$ cat config.mk
export PLATFORM = sky130hd
export DESIGN_NAME = asgn_binop_acc_flat
export DESIGN_NICKNAME = d
export VERILOG_FILES = /design/src/rtl/asgn_binop_pkg.sv /design/src/rtl/asgn_binop_acc_if.sv /design/src/rtl/asgn_binop_div.sv /design/src/rtl/asgn_binop_acc.sv /design/src/flat_wrapper.sv
export SDC_FILE = /design/constraint.sdc
export NUM_CORES = 1
export LEC_CHECK = 0
export ABC_AREA = 1
export ABC_CLOCK_PERIOD_IN_PS = 4050
export CORE_ASPECT_RATIO = 0.9
export CORE_MARGIN = 2
export CORE_UTILIZATION = 40
export CTS_CLUSTER_DIAMETER = 40
export DETAILED_ROUTE_END_ITERATION = 12
export PLACE_DENSITY_LB_ADDON = 0.12
export SLEW_MARGIN = 20
export SYNTH_ARGS = -nofsm -noshare
export SYNTH_HDL_FRONTEND = slang
export SYNTH_HIERARCHICAL = 1
export SYNTH_SLANG_ARGS = --single-unit
$ cat constraint.sdc
create_clock -name clk -period 4.05 [get_ports clk]
set_input_delay 0.405 -clock clk [delete_from_list [all_inputs] [get_ports clk]]
set_output_delay 0.405 -clock clk [all_outputs]
set_load 0.03 [all_outputs]
$ cat src/rtl/asgn_binop_pkg.sv
// Shared types for the compound-assignment accumulator engine: opcodes, FSM states, decode helper.
package asgn_binop_pkg;

  localparam int unsigned OP_W = 4;

  typedef enum logic [OP_W-1:0] {
    OP_LOAD = 4'd0,
    OP_ADD  = 4'd1,
    OP_SUB  = 4'd2,
    OP_MUL  = 4'd3,
    OP_DIV  = 4'd4,
    OP_MOD  = 4'd5,
    OP_AND  = 4'd6,
    OP_OR   = 4'd7,
    OP_XOR  = 4'd8,
    OP_SHL  = 4'd9,
    OP_SHR  = 4'd10,
    OP_SSHL = 4'd11,
    OP_SSHR = 4'd12
  } op_e;

  typedef enum logic [1:0] {
    IDLE = 2'd0,
    DIV  = 2'd1,
    RESP = 2'd2
  } state_e;

  localparam logic [OP_W-1:0] OP_LAST_LEGAL = 4'd12;

  // DIV and MOD take the iterative divider path; everything else is single-cycle.
  function automatic logic is_divmod(input logic [OP_W-1:0] op);
    return (op == OP_DIV) || (op == OP_MOD);
  endfunction

endpackage

$ cat src/rtl/asgn_binop_acc_if.sv
// Command/response bus of the accumulator engine. Carries rsp_sat only when
// ASGN_BINOP_SAT_EN is defined.
interface asgn_binop_acc_if #(
  parameter int unsigned WIDTH = 4
);
  logic             cmd_valid;
  logic             cmd_ready;
  logic [3:0]       cmd_op;
  logic [WIDTH-1:0] cmd_data;
  logic             rsp_valid;
  logic             rsp_ready;
  logic [WIDTH-1:0] rsp_acc;
  logic             rsp_dz;
  logic             rsp_err;
`ifdef ASGN_BINOP_SAT_EN
  logic             rsp_sat;
`endif

  modport master (
`ifdef ASGN_BINOP_SAT_EN
    input  rsp_sat,
`endif
    output cmd_valid, cmd_op, cmd_data, rsp_ready,
    input  cmd_ready, rsp_valid, rsp_acc, rsp_dz, rsp_err
  );

  modport slave (
`ifdef ASGN_BINOP_SAT_EN
    output rsp_sat,
`endif
    input  cmd_valid, cmd_op, cmd_data, rsp_ready,
    output cmd_ready, rsp_valid, rsp_acc, rsp_dz, rsp_err
  );

endinterface

$ cat src/rtl/asgn_binop_div.sv
// Iterative restoring unsigned divider: one quotient bit per cycle, WIDTH cycles after start.
// Final quotient/remainder are presented combinationally on the done_c cycle.
module asgn_binop_div #(
  parameter int unsigned WIDTH = 4
) (
  input  logic             clk,
  input  logic             rst_n,
  input  logic             start,
  input  logic [WIDTH-1:0] dividend,
  input  logic [WIDTH-1:0] divisor,
  output logic             done_c,
  output logic [WIDTH-1:0] quotient_c,
  output logic [WIDTH-1:0] remainder_c
);

  localparam int unsigned CNT_W = $clog2(WIDTH);

  logic             busy;
  logic [CNT_W-1:0] cnt;
  logic [WIDTH-1:0] rem;
  logic [WIDTH-1:0] quo;
  logic [WIDTH-1:0] dsr;

  logic [WIDTH:0]   trial;
  logic             take;
  logic [WIDTH-1:0] rem_nxt;
  logic [WIDTH-1:0] quo_nxt;

  // With divisor 0 every trial subtract succeeds: quotient becomes all ones and the
  // remainder ends up equal to the dividend, which is exactly the required dz behaviour.
  always_comb begin
    trial   = {rem, quo[WIDTH-1]};
    take    = (trial >= {1'b0, dsr});
    rem_nxt = take ? WIDTH'(trial - {1'b0, dsr}) : WIDTH'(trial);
    quo_nxt = {quo[WIDTH-2:0], take};
  end

  assign done_c      = busy && (cnt == CNT_W'(WIDTH - 1));
  assign quotient_c  = quo_nxt;
  assign remainder_c = rem_nxt;

  always_ff @(posedge clk or negedge rst_n) begin
    if (!rst_n) begin
      busy <= 1'b0;
      cnt  <= '0;
      rem  <= '0;
      quo  <= '0;
      dsr  <= '0;
    end else if (start) begin
      busy <= 1'b1;
      cnt  <= '0;
      rem  <= '0;
      quo  <= dividend;
      dsr  <= divisor;
    end else if (busy) begin
      rem  <= rem_nxt;
      quo  <= quo_nxt;
      cnt  <= CNT_W'(cnt + CNT_W'(1));
      if (done_c) busy <= 1'b0;
    end
  end

endmodule

$ cat src/rtl/asgn_binop_acc.sv
// Sequential `acc op= data` executor: single-cycle ALU plus iterative DIV/MOD, one response per command.
// Define ASGN_BINOP_SAT_EN for saturating ADD/SUB/MUL and the rsp_sat flag.
import asgn_binop_pkg::*;

module asgn_binop_acc #(
  parameter int unsigned WIDTH = 4
) (
  input  logic                   clk,
  input  logic                   rst_n,
  asgn_binop_acc_if.slave        bus
);

  localparam int unsigned PW = 2 * WIDTH;

  state_e           state;
  logic [WIDTH-1:0] acc;
  logic             cmd_ready;
  logic             rsp_valid;
  logic             rsp_dz;
  logic             rsp_err;
  logic             div_is_mod;
  logic             div_dz;
`ifdef ASGN_BINOP_SAT_EN
  logic             rsp_sat;
  logic             alu_sat;
`endif

  logic             accept_c;
  logic             start_div_c;
  logic [WIDTH-1:0] alu_acc;
  logic             alu_err;
  logic [WIDTH:0]   sum;
  logic [WIDTH:0]   diff;
  logic [PW-1:0]    prod;
  logic             shift_oob;

  logic             div_done_c;
  logic [WIDTH-1:0] div_quo_c;
  logic [WIDTH-1:0] div_rem_c;

  assign accept_c    = (state == IDLE) && bus.cmd_valid;
  assign start_div_c = accept_c && is_divmod(bus.cmd_op);

  asgn_binop_div #(.WIDTH(WIDTH)) u_div (
    .clk         (clk),
    .rst_n       (rst_n),
    .start       (start_div_c),
    .dividend    (acc),
    .divisor     (bus.cmd_data),
    .done_c      (div_done_c),
    .quotient_c  (div_quo_c),
    .remainder_c (div_rem_c)
  );

  // Single-cycle ALU, evaluated on the operands offered at acceptance.
  always_comb begin
    sum       = {1'b0, acc} + {1'b0, bus.cmd_data};
    diff      = {1'b0, acc} - {1'b0, bus.cmd_data};
    prod      = PW'(acc) * PW'(bus.cmd_data);
    shift_oob = (32'(bus.cmd_data) >= WIDTH);
    alu_acc   = acc;
    alu_err   = 1'b0;
`ifdef ASGN_BINOP_SAT_EN
    alu_sat   = 1'b0;
`endif
    case (bus.cmd_op)
      OP_LOAD: alu_acc = bus.cmd_data;
      OP_ADD: begin
        alu_acc = sum[WIDTH-1:0];
`ifdef ASGN_BINOP_SAT_EN
        if (sum[WIDTH]) begin
          alu_acc = '1;
          alu_sat = 1'b1;
        end
`endif
      end
      OP_SUB: begin
        alu_acc = diff[WIDTH-1:0];
`ifdef ASGN_BINOP_SAT_EN
        if (diff[WIDTH]) begin
          alu_acc = '0;
          alu_sat = 1'b1;
        end
`endif
      end
      OP_MUL: begin
        alu_acc = prod[WIDTH-1:0];
`ifdef ASGN_BINOP_SAT_EN
        if (|prod[PW-1:WIDTH]) begin
          alu_acc = '1;
          alu_sat = 1'b1;
        end
`endif
      end
      OP_AND:           alu_acc = acc & bus.cmd_data;
      OP_OR:            alu_acc = acc | bus.cmd_data;
      OP_XOR:           alu_acc = acc ^ bus.cmd_data;
      OP_SHL, OP_SSHL:  alu_acc = shift_oob ? '0 : (acc << bus.cmd_data);
      OP_SHR, OP_SSHR:  alu_acc = shift_oob ? '0 : (acc >> bus.cmd_data);
      default:          alu_err = (bus.cmd_op > OP_LAST_LEGAL);
    endcase
  end

  // Engine FSM with registered handshake and response outputs.
  always_ff @(posedge clk or negedge rst_n) begin
    if (!rst_n) begin
      state      <= IDLE;
      acc        <= '0;
      cmd_ready  <= 1'b1;
      rsp_valid  <= 1'b0;
      rsp_dz     <= 1'b0;
      rsp_err    <= 1'b0;
      div_is_mod <= 1'b0;
      div_dz     <= 1'b0;
`ifdef ASGN_BINOP_SAT_EN
      rsp_sat    <= 1'b0;
`endif
    end else begin
      case (state)
        IDLE: begin
          if (start_div_c) begin
            state      <= DIV;
            cmd_ready  <= 1'b0;
            div_is_mod <= (bus.cmd_op == OP_MOD);
            div_dz     <= (bus.cmd_data == '0);
          end else if (accept_c) begin
            state     <= RESP;
            cmd_ready <= 1'b0;
            acc       <= alu_acc;
            rsp_valid <= 1'b1;
            rsp_dz    <= 1'b0;
            rsp_err   <= alu_err;
`ifdef ASGN_BINOP_SAT_EN
            rsp_sat   <= alu_sat;
`endif
          end
        end
        DIV: begin
          if (div_done_c) begin
            state     <= RESP;
            acc       <= div_is_mod ? div_rem_c : div_quo_c;
            rsp_valid <= 1'b1;
            rsp_dz    <= div_dz;
            rsp_err   <= 1'b0;
`ifdef ASGN_BINOP_SAT_EN
            rsp_sat   <= 1'b0;
`endif
          end
        end
        RESP: begin
          if (bus.rsp_ready) begin
            state     <= IDLE;
            cmd_ready <= 1'b1;
            rsp_valid <= 1'b0;
          end
        end
        default: begin
          state     <= IDLE;
          cmd_ready <= 1'b1;
          rsp_valid <= 1'b0;
        end
      endcase
    end
  end

  assign bus.cmd_ready = cmd_ready;
  assign bus.rsp_valid = rsp_valid;
  assign bus.rsp_acc   = acc;
  assign bus.rsp_dz    = rsp_dz;
  assign bus.rsp_err   = rsp_err;
`ifdef ASGN_BINOP_SAT_EN
  assign bus.rsp_sat   = rsp_sat;
`endif

endmodule

$ cat src/flat_wrapper.sv
// flat-port wrapper written by rule: the top's interface ports become plain ports
module asgn_binop_acc_flat 
#(
  parameter int unsigned WIDTH = 4
)
  (clk, rst_n, bus_cmd_valid, bus_cmd_op, bus_cmd_data, bus_rsp_ready, bus_cmd_ready, bus_rsp_valid, bus_rsp_acc, bus_rsp_dz, bus_rsp_err);
  asgn_binop_acc_if #(.WIDTH(WIDTH)) bus_i ();
  input  logic clk;
  input  logic rst_n;
  input wire logic [$bits(bus_i.cmd_valid)-1:0] bus_cmd_valid;
  input wire logic [$bits(bus_i.cmd_op)-1:0] bus_cmd_op;
  input wire logic [$bits(bus_i.cmd_data)-1:0] bus_cmd_data;
  input wire logic [$bits(bus_i.rsp_ready)-1:0] bus_rsp_ready;
  output wire logic [$bits(bus_i.cmd_ready)-1:0] bus_cmd_ready;
  output wire logic [$bits(bus_i.rsp_valid)-1:0] bus_rsp_valid;
  output wire logic [$bits(bus_i.rsp_acc)-1:0] bus_rsp_acc;
  output wire logic [$bits(bus_i.rsp_dz)-1:0] bus_rsp_dz;
  output wire logic [$bits(bus_i.rsp_err)-1:0] bus_rsp_err;
  assign bus_i.cmd_valid = bus_cmd_valid;
  assign bus_i.cmd_op = bus_cmd_op;
  assign bus_i.cmd_data = bus_cmd_data;
  assign bus_i.rsp_ready = bus_rsp_ready;
  assign bus_cmd_ready = bus_i.cmd_ready;
  assign bus_rsp_valid = bus_i.rsp_valid;
  assign bus_rsp_acc = bus_i.rsp_acc;
  assign bus_rsp_dz = bus_i.rsp_dz;
  assign bus_rsp_err = bus_i.rsp_err;
  asgn_binop_acc #(.WIDTH(WIDTH)) u_core (.clk(clk), .rst_n(rst_n), .bus(bus_i));
endmodule
# ---- Yosys cells after proc, flatten, opt, wreduce, memory -nomap -nowiden
# Cells that the tools add are included.
dict set report totals {
  register_bits 27
  inputBits 12
  out_inout_bits 8
  word_cells 106
}
dict set report op_classes {
  addsub 4
  multipliers 1
  n_lt_le_gt_ge 3
  n_eq_ne 21
  n_shift 2
  mux 40
  bitwise_logic 4
  n_reduce_logical 18
}
# op n
set op_table {}
lappend op_table {{2-to-1 mux 4 bit} 11}
lappend op_table {{one-hot mux 4 bit (9 select lines)} 1}
lappend op_table {{== test 4 bit, second input constant} 5}
lappend op_table {{== test 4 x 3 -> 1 bit, second input constant} 4}
lappend op_table {{2-to-1 mux 1 bit} 16}
lappend op_table {{2-to-1 mux 2 bit} 6}
lappend op_table {{OR reduction 11 bit} 1}
lappend op_table {{inequality test 10 bit, second input constant} 1}
lappend op_table {{== test 4 x 2 -> 1 bit, second input constant} 2}
lappend op_table {{logical NOT 4 bit} 2}
lappend op_table {{one-hot mux 4 bit (2 select lines)} 1}
lappend op_table {{AND reduction 4 bit} 2}
lappend op_table {{subtractor 4 bit} 2}
lappend op_table {{one-hot mux 1 bit (3 select lines)} 2}
lappend op_table {{one-hot mux 2 bit (3 select lines)} 1}
lappend op_table {{AND reduction 3 bit} 2}
lappend op_table {{>= comparator 5 x 4 -> 1 bit} 1}
lappend op_table {{AND reduction 5 bit} 1}
lappend op_table {{adder 4 bit} 1}
lappend op_table {{bitwise AND 4 bit} 1}
lappend op_table {{== test 2 bit, second input constant} 2}
lappend op_table {{== test 4 x 1 -> 1 bit, second input constant} 1}
lappend op_table {{>= comparator 4 x 3 -> 1 bit, second input constant} 1}
lappend op_table {{greater-than comparator 4 bit, second input constant} 1}
lappend op_table {{18 further kinds} 25}

# ---- Logic depth before layout (Yosys ltp)
# Gate-level depths: netlist of run 1.
dict set report depth {
  ltp_word 6
  mapped_depth 17
  ltp_nobuf 17
}

# ---- Hierarchy
# Netlist of run 1, hierarchy kept.
# mod instances cells_per_inst area_per_inst_um2 seq_area_each_um2
set modules_own_cells {}
lappend modules_own_cells {asgn_binop_acc 1 274 1647.8 301.5}
lappend modules_own_cells {asgn_binop_div 1 108 928.4 375.4}

# ---- Worst setup path after synthesis of run 1
# OpenSTA, ideal clock, no wires.
dict set report synth_path {
  path_kind {reg2reg}
  startpoint {register u_core.acc[1] (netlist: u_core/bus.rsp_acc[1])}
  endpoint {register u_core.acc[3] (netlist: u_core/bus.rsp_acc[3])}
  setup_time_ns 0.120
  t_arrival_ns 2.181
  t_required_ns 3.930
  path_slack_ns 1.749
  path_stages_with_launch 13
  n_path_buf 0
  period_less_slack_ns 2.301
  cell_sequence {dfrtp_1 ha_1 ha_1 ha_1 ha_1 xnor2_1 nand2_1 nand2_1 nand3_1 nand3_1 nand3_1 nand2_1 a21oi_2}
}
dict set report synth_via {
  elab_chain_len 6
  elab_cells_between_ends 11
  cone_classes {add/sub (2); mul (1); shift (2); mux (6)}
}
# item line_no
set synth_lines {}
lappend synth_lines {{start, declared} asgn_binop_acc.sv:16} ;# logic [WIDTH-1:0] acc;
lappend synth_lines {{start signal, assigned} asgn_binop_acc.sv:129} ;# acc <= alu_acc;
lappend synth_lines {{start signal, assigned} asgn_binop_acc.sv:141} ;# acc <= div_is_mod ? div_rem_c : div_quo_c;
lappend synth_lines {{parallel branches: the longest is 2 deep, another holds multiplier 4 x 4 -> 4 bit} -}
lappend synth_lines {{one-hot mux 4 bit (9 select lines) *} asgn_binop_acc.sv:66} ;# case (bus.cmd_op)
lappend synth_lines {{2-to-1 mux 4 bit *} asgn_binop_acc.sv:126} ;# end else if (accept_c) begin
lappend synth_lines {{2-to-1 mux 4 bit *} asgn_binop_acc.sv:121} ;# if (start_div_c) begin
lappend synth_lines {{one-hot mux 4 bit (2 select lines) *} asgn_binop_acc.sv:119} ;# case (state)
# Every way passes the cells marked *. The select of a mux whose other input is x is not followed.
# A chain may end at the register's enable or synchronous reset.

# ---- Worst setup path in the final report of run 1
dict set report layout_path {
  startpoint {input bus_cmd_data[0]}
  endpoint {register u_core.acc[3] (netlist: u_core/bus.rsp_acc[3])}
}
dict set report layout_via {
  elab_chain_len 6
  elab_cells_between_ends 12
  cone_classes {add/sub (2); mul (1); order compare (1); shift (2); mux (6)}
}
# item line_no
set layout_lines {}
lappend layout_lines {{start, declared} flat_wrapper.sv:12} ;# input wire logic [$bits(bus_i.cmd_data)-1:0] bus_cmd_data;
lappend layout_lines {{parallel branches: the longest is 2 deep, another holds multiplier 4 x 4 -> 4 bit} -}
lappend layout_lines {{one-hot mux 4 bit (9 select lines) *} asgn_binop_acc.sv:66}
lappend layout_lines {{2-to-1 mux 4 bit *} asgn_binop_acc.sv:126}
lappend layout_lines {{2-to-1 mux 4 bit *} asgn_binop_acc.sv:121}
lappend layout_lines {{one-hot mux 4 bit (2 select lines) *} asgn_binop_acc.sv:119}
# Marked as above.

==> flow_metrics.tcl, run 1 <==
set metrics [dict create \
    status "complete, no violations" \
    first_pass_iters 5 \
    cp.depth 17 \
    worstPathRequired_ps 4260 \
    netlist_instances 382 \
    p_leak_nw 1.545 \
    dpl_worst_slack_ps 953.5 \
    ant_nets 0 \
    multi_input_area_sq_um 1618 \
    hold_viol 0 \
    grt_pass1_vias 2318 \
    dieHeight_um 80.14 \
    cp_max_fo 14 \
    max_cap_viol_count 0 \
    fin_setup_tns_ps 0 \
    ys_seq_area_frac 0.2627 \
    fin_hold_ws_ps 492.6 \
    finalInstanceArea_sq_um 2888 \
    ys.flop_type "dfrtp_1" \
    clk_pin_slew_worst_paths_ps 100 \
    r2r_slack_ps 1530 \
    yosys_register_bits 27 \
    netlist_area_sq_um 2576 \
    drc 0 \
    ir_drop_v 0.0003186 \
    critPathLaunch "bus_cmd_data[0]" \
    hold_path.class "primary input to async pin" \
    drtIter0Drc 127 \
    r2r_cells 12 \
    vias_per_cell 4.961 \
    grt-ovfl-total 0 \
    avgSynthCellArea_sq_um 6.744 \
    start_kind "primary input" \
    fin_crit_ps 2820 \
    dp_hpwl_um 5018 \
    synth_edf_count 0 \
    clk_path_buf_depth 2 \
    num_io_pins 20 \
    fill_cells 659 \
    port_buffers 19 \
    finalSetupViolations 0 \
    cts_hold_buf 0 \
    yosysUniqueCellTypes 38 \
    maxSlewHeadroom 0.6068 \
    gp_congestion 0.8166 \
    stdcell_count 486 \
    crit_type "primary input to register" \
    antenna-diode-count 0 \
    cts_tree "done" \
    placed_cell_area_sq_um 2839 \
    cts_setup_buffers 0 \
    clock-root-buffer "clkbuf_8" \
    start_util 0.4167 \
    ys_warn_count 6 \
    synth_nets 418 \
    core_sq_um 6182 \
    clock_latency_ps 280 \
    max_slew.worst_pin.slew_ps 589.1 \
    cp_slowest_cell "clkdlybuf4s50_1" \
    vias 2411 \
    die_area_sq_um 7100 \
    die_w_um 88.60 \
    track_usage 0.1965 \
    cts.sinks 27 \
    endpoint "u_core/bus.rsp_acc[3]" \
    cp.arrival_ps 3030 \
    drive_gt1_frac 0.1078 \
    post_drt_wl_per_cell_um 13.05 \
    fin_nets 436 \
    timing.rr.end "u_core/bus.rsp_acc[3]" \
    cpMostUsedCell "nand2_1" \
    syn_to_final_growth_pct 12.09 \
    cts_made_buffers 3 \
    r2r_start "u_core/bus.rsp_acc[1]" \
    grt_pass1_wl_um 11110 \
    cts.repair.resized 0 \
    totalWireLength_um 6340 \
    h-tree-depth 1 \
    fmax_mhz 354.6 \
    skew_ps 12.30 \
    crit_buf_inv 5 \
    period_share 0.6962 \
    p_per_area_nw_per_um2 677.7 \
    rsz0062_at_grt "no" \
    grt_max_degree 28 \
    place_inst 482 \
    rows 27 \
    synthArstFlopShare 1.000 \
    end_kind "register" \
    cp_cell_sequence "clkdlybuf4s50_1 > inv_1 > ha_1 > nand2_1 > o21ai_0 > inv_1 > ha_1 > inv_1 > o21ai_0 > nand2_1 > nand2_1 > inv_1 > nand2_1 > nand3_1 > nand3_1 > nand2_1 > a21oi_2" \
    crit_family "buffers and inverters" \
    critPathMaxStageDelay_ps 770 \
    antenna_found_initial 0 \
    seqCellArea_sq_um 676.9 \
    setup_slack_ps 1230 \
    maxSlewViolCount 0 \
]
cells by family (layout without fill, tap and decap cells):
family | after synthesis | count (layout) | synth area share
AOI/OAI and AO/OA | 42 | 42 | 0.09908
xor gates and xnor gates | 5 | 5 | 0.01700
adders and majority gates | 24 | 24 | 0.1224
buffers and inverters | 69 | 86 | 0.1093
DFF | 27 | 27 | 0.2627
and+or+nand+nor | 215 | 215 | 0.3895
layer usage:
metal,track usage,vias to the layer above,share of wire
met1,0.3003,1112,0.51
met3,0.02672,4,0.056
met2,0.3053,61,0.43
li1,-,1234,-
met5,0,-,0
met4,0.01515,0,0.0036
flip-flops by register name, summed over array words and instances (netlist names):
name	cells
u_core/bus.rsp_acc	4
u_core/u_div/dsr	4
u_core/u_div/quo	4
u_core/u_div/rem	4
u_core/state	2
u_core/u_div/cnt	2
u_core/bus.cmd_ready	1
u_core/bus.rsp_dz	1
u_core/bus.rsp_err	1
u_core/bus.rsp_valid	1
u_core/div_dz	1
u_core/div_is_mod	1
u_core/u_div/busy	1
how the worst min path moves through the flow:
stage | depth (start not counted) | slack (ps) | endpoint
2_1_floorplan | 0 | 110 | u_core/bus.rsp_acc[0]
3_3_place_gp | 2 | 470 | u_core/u_div/dsr[0]
3_5_place_dp | 2 | 480 | u_core/bus.rsp_dz
4_1_cts | 2 | 500 | u_core/bus.rsp_dz
5_1_grt | 2 | 530 | u_core/state[0]
6_report | 2 | 490 | u_core/bus.rsp_valid
stage by stage:
step / utilization / power, mW
after CTS: 0.4671 / 1.973
final: 0.4671 / 1.957
after global routing: 0.4671 / 2.190
after global placement: 0.4592 / 1.787
after detailed placement: 0.4592 / 1.807
after floorplan: - / 1.513
layout by cell type (no fill, tap or decap), drive strengths merged:
cell type	Yosys	final
a22o	1	1
a31oi	1	1
ha	22	22
nor3	5	5
or2	1	1
inv	60	60
a21oi	18	18
fa	2	2
xor2	3	3
dfstp	1	1
nand2	133	133
o21ai	15	15
and2	3	3
nand3b	2	2
o21a	2	2
clkbuf	2	3
dfrtp	26	26
clkinv	2	2
clkdlybuf4s50	0	19
nor2	33	33
nand3	38	38
clkinvlp	0	1
buf	5	1
o31ai	2	2
xnor2	2	2
o211ai	3	3
synth_stat cells, types with 3 or more instances:
cell type / number / area (sq um)
a21oi_2: 6 / 52.55
xor2_1: 3 / 26.28
o21ai_1: 3 / 15.01
a21oi_1: 12 / 60.06
nand2_1: 120 / 450.4
nor3_1: 4 / 20.02
o21ai_0: 12 / 60.06
inv_2: 4 / 15.01
and2_1: 3 / 18.77
nor2_1: 26 / 97.59
buf_4: 4 / 30.03
nor2_2: 6 / 37.54
nand2_2: 8 / 50.05
o211ai_1: 3 / 22.52
ha_1: 22 / 275.3
nand2_4: 4 / 45.04
dfrtp_1: 26 / 650.6
nand3_1: 35 / 175.2
inv_1: 54 / 202.7
area by class of cell:
type                       instances  area share
multi-input combinational        286      0.5602
tap                               87     0.03769
timing repair buffer              20     0.06846
clock inverter                     1    0.002600
sequential                        27      0.2344
inverter                          62     0.08232
clock buffer                       3     0.01430
report_power, final:
part / switching, mW / leakage [nW] / internal [mW]
logic: 0.762 / 1.19 / 0.495
clock network: 0.0882 / 0.0217 / 0.0698
registers: 0.151 / 0.334 / 0.391
total: 1.00 / 1.54 / 0.956
(Power assumes the default switching activity.)
==> run 2: changes to the inputs <==
Settings changed: ABC_CLOCK_PERIOD_IN_PS 4050 to 2700.
Clock period 4.05 ns to 2.7 ns, I/O delays scaled along.
==> flow_metrics.tcl, run 2 (synthesis results as in run 1) <==
set metrics [dict create \
    final_cell_mix "nand2_1, inv_1, nand3_1" \
    fin_setup_tns_ps 0 \
    cts_made_buffers 3 \
    period_share 0.8975 \
    vias_per_cell 4.906 \
    maxSlewHeadroom 0.7120 \
    post_drt_wl_per_cell_um 13.02 \
    rows 27 \
    cpMostUsedCell "ha_1" \
    clk_pin_slew_worst_paths_ps 100 \
    grt_pass1_vias 2266 \
    fill_cells 669 \
    syn_to_final_growth_pct 16.17 \
    gp_congestion 0.9168 \
    skew_ps 3.343 \
    dieHeight_um 80.14 \
    start_kind "primary input" \
    totalWireLength_um 6510 \
    timing.rr.end "u_core/bus.rsp_acc[3]" \
    clk_path_buf_depth 2 \
    maxSlewViolCount 0 \
    r2r_slack_ps 410 \
    grt_pass1_wl_um 10910 \
    cts.sinks 27 \
    ir_drop_v 0.0004120 \
    max_slew.worst_pin.slew_ps 431.6 \
    mostFrequentLayoutCell "nand2_1" \
    p_per_area_nw_per_um2 999.2 \
    seqCellArea_sq_um 676.9 \
    track_usage 0.1970 \
    crit_type "primary input to register" \
    h-tree-depth 1 \
    worstPathRequired_ps 2920 \
    cp.arrival_ps 2640 \
    dp_hpwl_um 5095 \
    r2r_cells 12 \
    critPathMaxStageDelay_ps 500 \
    antenna-diode-count 0 \
    multi_input_area_sq_um 1618 \
    grt-ovfl-total 0 \
    clock_latency_ps 280 \
    p_leak_nw 1.613 \
    max_cap_viol_count 0 \
    antenna_found_initial 0 \
    drtIter0Drc 136 \
    fin_crit_ps 2423 \
    start_util 0.4167 \
    cp_cell_sequence "clkdlybuf4s50_1 > ha_1 > ha_1 > ha_1 > ha_1 > xor2_1 > nand2_1 > nand2_1 > nand3_1 > nand3_1 > nand3_1 > nand2_1 > a21oi_2" \
    drive_gt1_frac 0.1380 \
    clock-root-buffer "clkbuf_8" \
    vias 2453 \
    cts.repair.resized 0 \
    final_util 0.4841 \
    drc 0 \
    grt_max_degree 28 \
    port_buffers 19 \
    status "complete, no violations" \
    ant_nets 0 \
    cts_hold_buf 0 \
    first_pass_iters 4 \
    core_sq_um 6182 \
    hold_viol 0 \
    end_kind "register" \
    cts_tree "done" \
    hold_path.class "primary input to async pin" \
    cts_setup_buffers 0 \
    die_area_sq_um 7100 \
    fin_nets 450 \
    finalSetupViolations 0 \
    cp_slowest_cell "clkdlybuf4s50_1" \
    rsz0062_at_grt "no" \
    die_w_um 88.60 \
    fmax_mhz 412.7 \
    cp_max_fo 5 \
    r2r_start "u_core/bus.rsp_acc[1]" \
    num_io_pins 20 \
]
[run 2: cell count changes in the layout (fill, tap and decap cells not counted), sizes merged]
cell,previous run,this run
buf,1,15
[run 2: critical path: cells and delay by family]
kind	cells	cell delay, ps
xor gates and xnor gates	1	140
and+or+nand+nor	6	500
buffers and inverters	1	500
AOI/OAI and AO/OA	1	110
adders and majority gates	4	1100
[run 2: layer usage]
| metal | vias to the layer above | share of wire | track usage |
|---|---|---|---|
| met1 | 1140 | 0.52 | 0.2998 |
| li1 | 1263 | - | - |
| met2 | 46 | 0.43 | 0.3008 |
| met4 | 0 | 0.0066 | 0.02727 |
| met3 | 4 | 0.045 | 0.02672 |
| met5 | - | 0 | 0 |
[run 2: cell type report]
class	instances	area share
multi-input cells	286	0.5406
flip-flops and latches	27	0.2262
repair buffers	34	0.1012
inverters	62	0.07943
well taps	87	0.03637
clock buffers	3	0.01380
clock inverters	1	0.002508
[run 2: through the flow]
stage	hold WS, ps	instance area (sq um)	setup slack [ps]	power [mW]	cells
6_report	362.2	2993	276.7	2.991	500
5_1_grt	386.5	2993	140.9	3.317	500
4_1_cts	373.3	2993	323.0	3.006	500
3_5_place_dp	485.2	2944	16.71	2.748	496
3_3_place_gp	470.6	2944	61.65	2.727	496
2_1_floorplan	-25.59	2576	399.2	2.270	382
[run 2: power by group]
group | leakage, nW | switching [mW] | internal (mW)
clock | 0.0217 | 0.142 | 0.105
sequential | 0.334 | 0.150 | 0.587
combinational | 1.26 | 1.22 | 0.782
total | 1.61 | 1.52 | 1.47
[run 2: worst max-delay path by stage]
stage	startpoint	end	slack, ps	depth (start not counted)
3_5_place_dp	bus_cmd_data[1]	u_core/bus.rsp_acc[3]	20	13
2_1_floorplan	u_core/bus.rsp_acc[1]	u_core/bus.rsp_acc[3]	400	12
4_1_cts	bus_cmd_data[1]	u_core/bus.rsp_acc[3]	320	13
5_1_grt	bus_cmd_op[1]	u_core/bus.rsp_acc[3]	140	17
3_3_place_gp	bus_cmd_data[1]	u_core/bus.rsp_acc[3]	60	13
6_report	bus_cmd_data[1]	u_core/bus.rsp_acc[3]	280	13
==> run 3: changes to the inputs <==
==> constraint.sdc (replaced) <==
create_clock -name clk -period 2.7 [get_ports clk]
set_input_delay 0.27 -clock clk [delete_from_list [all_inputs] [get_ports clk]]
set_output_delay 0.27 -clock clk [all_outputs]
set_load 0.05 [all_outputs]
==> flow_metrics.tcl, run 3 (synthesis results as in run 1) <==
set metrics [dict create \
    cts.sinks 27 \
    worstPathRequired_ps 2880 \
    num_io_pins 20 \
    antenna-diode-count 0 \
    cp.arrival_ps 2520 \
    r2r_start "u_core/bus.rsp_acc[1]" \
    core_sq_um 6182 \
    totalWireLength_um 6301 \
    multi_input_area_sq_um 1618 \
    maxSlewHeadroom 0.6676 \
    drive_gt1_frac 0.1359 \
    period_share 0.8660 \
    seqCellArea_sq_um 676.9 \
    place_inst 495 \
    drtIter0Drc 122 \
    fin_hold_ws_ps 354.2 \
    final_cell_mix "nand2_1, inv_1, nand3_1" \
    cts_hold_buf 0 \
    antenna_found_initial 0 \
    cts.repair.resized 0 \
    cts_setup_buffers 0 \
    grt_max_degree 28 \
    vias 2424 \
    dieHeight_um 80.14 \
    status "complete, no violations" \
    grt_pass1_vias 2306 \
    start_util 0.4167 \
    hold_path.class "primary input to async pin" \
    clk_pin_slew_worst_paths_ps 100 \
    drc 0 \
    critPathLaunch "bus_cmd_data[1]" \
    clock-root-buffer "clkbuf_8" \
    hold_viol 0 \
    start_kind "primary input" \
    post_drt_wl_per_cell_um 12.63 \
    p_leak_nw 1.608 \
    clk_path_buf_depth 2 \
    vias_per_cell 4.858 \
    cts_tree "done" \
    rsz0062_at_grt "no" \
    max_cap_viol_count 0 \
    end_kind "register" \
    skew_ps 9.627 \
    first_pass_iters 4 \
    track_usage 0.1954 \
    fin_crit_ps 2338 \
    p_per_area_nw_per_um2 1019 \
    gp_congestion 0.9003 \
    mostFrequentLayoutCell "nand2_1" \
    fmax_mhz 427.7 \
    syn_to_final_growth_pct 15.88 \
    h-tree-depth 1 \
    finalSetupViolations 0 \
    clock_latency_ps 280 \
    fin_setup_tns_ps 0 \
    dp_hpwl_um 5065 \
    cts_made_buffers 3 \
    fill_cells 647 \
    max_slew.worst_pin.slew_ps 497.0 \
    fin_nets 449 \
    die_area_sq_um 7100 \
    cp_max_fo 5 \
    grt-ovfl-total 0 \
    die_w_um 88.60 \
    rows 27 \
    grt_pass1_wl_um 10880 \
    crit_type "primary input to register" \
    stdcell_count 499 \
    maxSlewViolCount 0 \
    ir_drop_v 0.0005665 \
    ant_nets 0 \
    p_total_mw 3.042 \
    port_buffers 19 \
    final_util 0.4829 \
]
==> run 3: per-layer routing <==
| layer | up-vias | wire length, um | GRT usage |
|---|---|---|---|
| li1 | 1251 | - | - |
| met1 | 1108 | 3192 | 0.2898 |
| met5 | - | 0 | 0 |
| met4 | 0 | 23 | 0.02879 |
| met2 | 61 | 2751 | 0.3008 |
| met3 | 4 | 334 | 0.03494 |
==> run 3: report_power, final <==
part / internal [mW] / switching (mW) / total [mW]
clock network: 0.105 / 0.133 / 0.238
logic: 0.774 / 1.27 / 2.04
registers: 0.587 / 0.175 / 0.761
total: 1.47 / 1.58 / 3.04
==> run 3: final timing paths <==
path                                               to  slack (ps)  cells past startpoint
worst max register to register  u_core/bus.rsp_acc[3]         490                     12
min in group clk                    u_core/bus.rsp_dz         500                      2
worst max-delay path            u_core/bus.rsp_acc[3]         360                     13
max in group asynchronous        u_core/bus.cmd_ready        2040                      2
worst min register to register      u_core/bus.rsp_dz         500                      2
worst min-delay path             u_core/bus.rsp_valid         350                      2
==> run 3: critical path, cell delays in order <==
cell and delay (ps):
clkdlybuf4s50_1 500, ha_1 270, ha_1 290, ha_1 290
ha_1 230, xnor2_1 140, nand2_1 80, nand2_1 70
nand3_1 60, nand3_1 110, nand3_1 80, nand2_1 70
a21oi_2 50
==> run 3: cell type report <==
cell class | instances | share of cell area
well taps | 87 | 0.03646
inverters | 62 | 0.07963
multi-input cells | 286 | 0.5419
clock buffers | 3 | 0.01383
clock inverters | 1 | 0.002515
flip-flops and latches | 27 | 0.2267
repair buffers | 33 | 0.09891
==> run 3: stage by stage <==
stage / worst slack, ps / instance area, sq um
global placement: 69.70 / 2937
CTS: 359.4 / 2985
floorplan: 251.5 / 2576
finish: 361.9 / 2985
global route: 143.9 / 2985
detailed placement: 45.24 / 2937
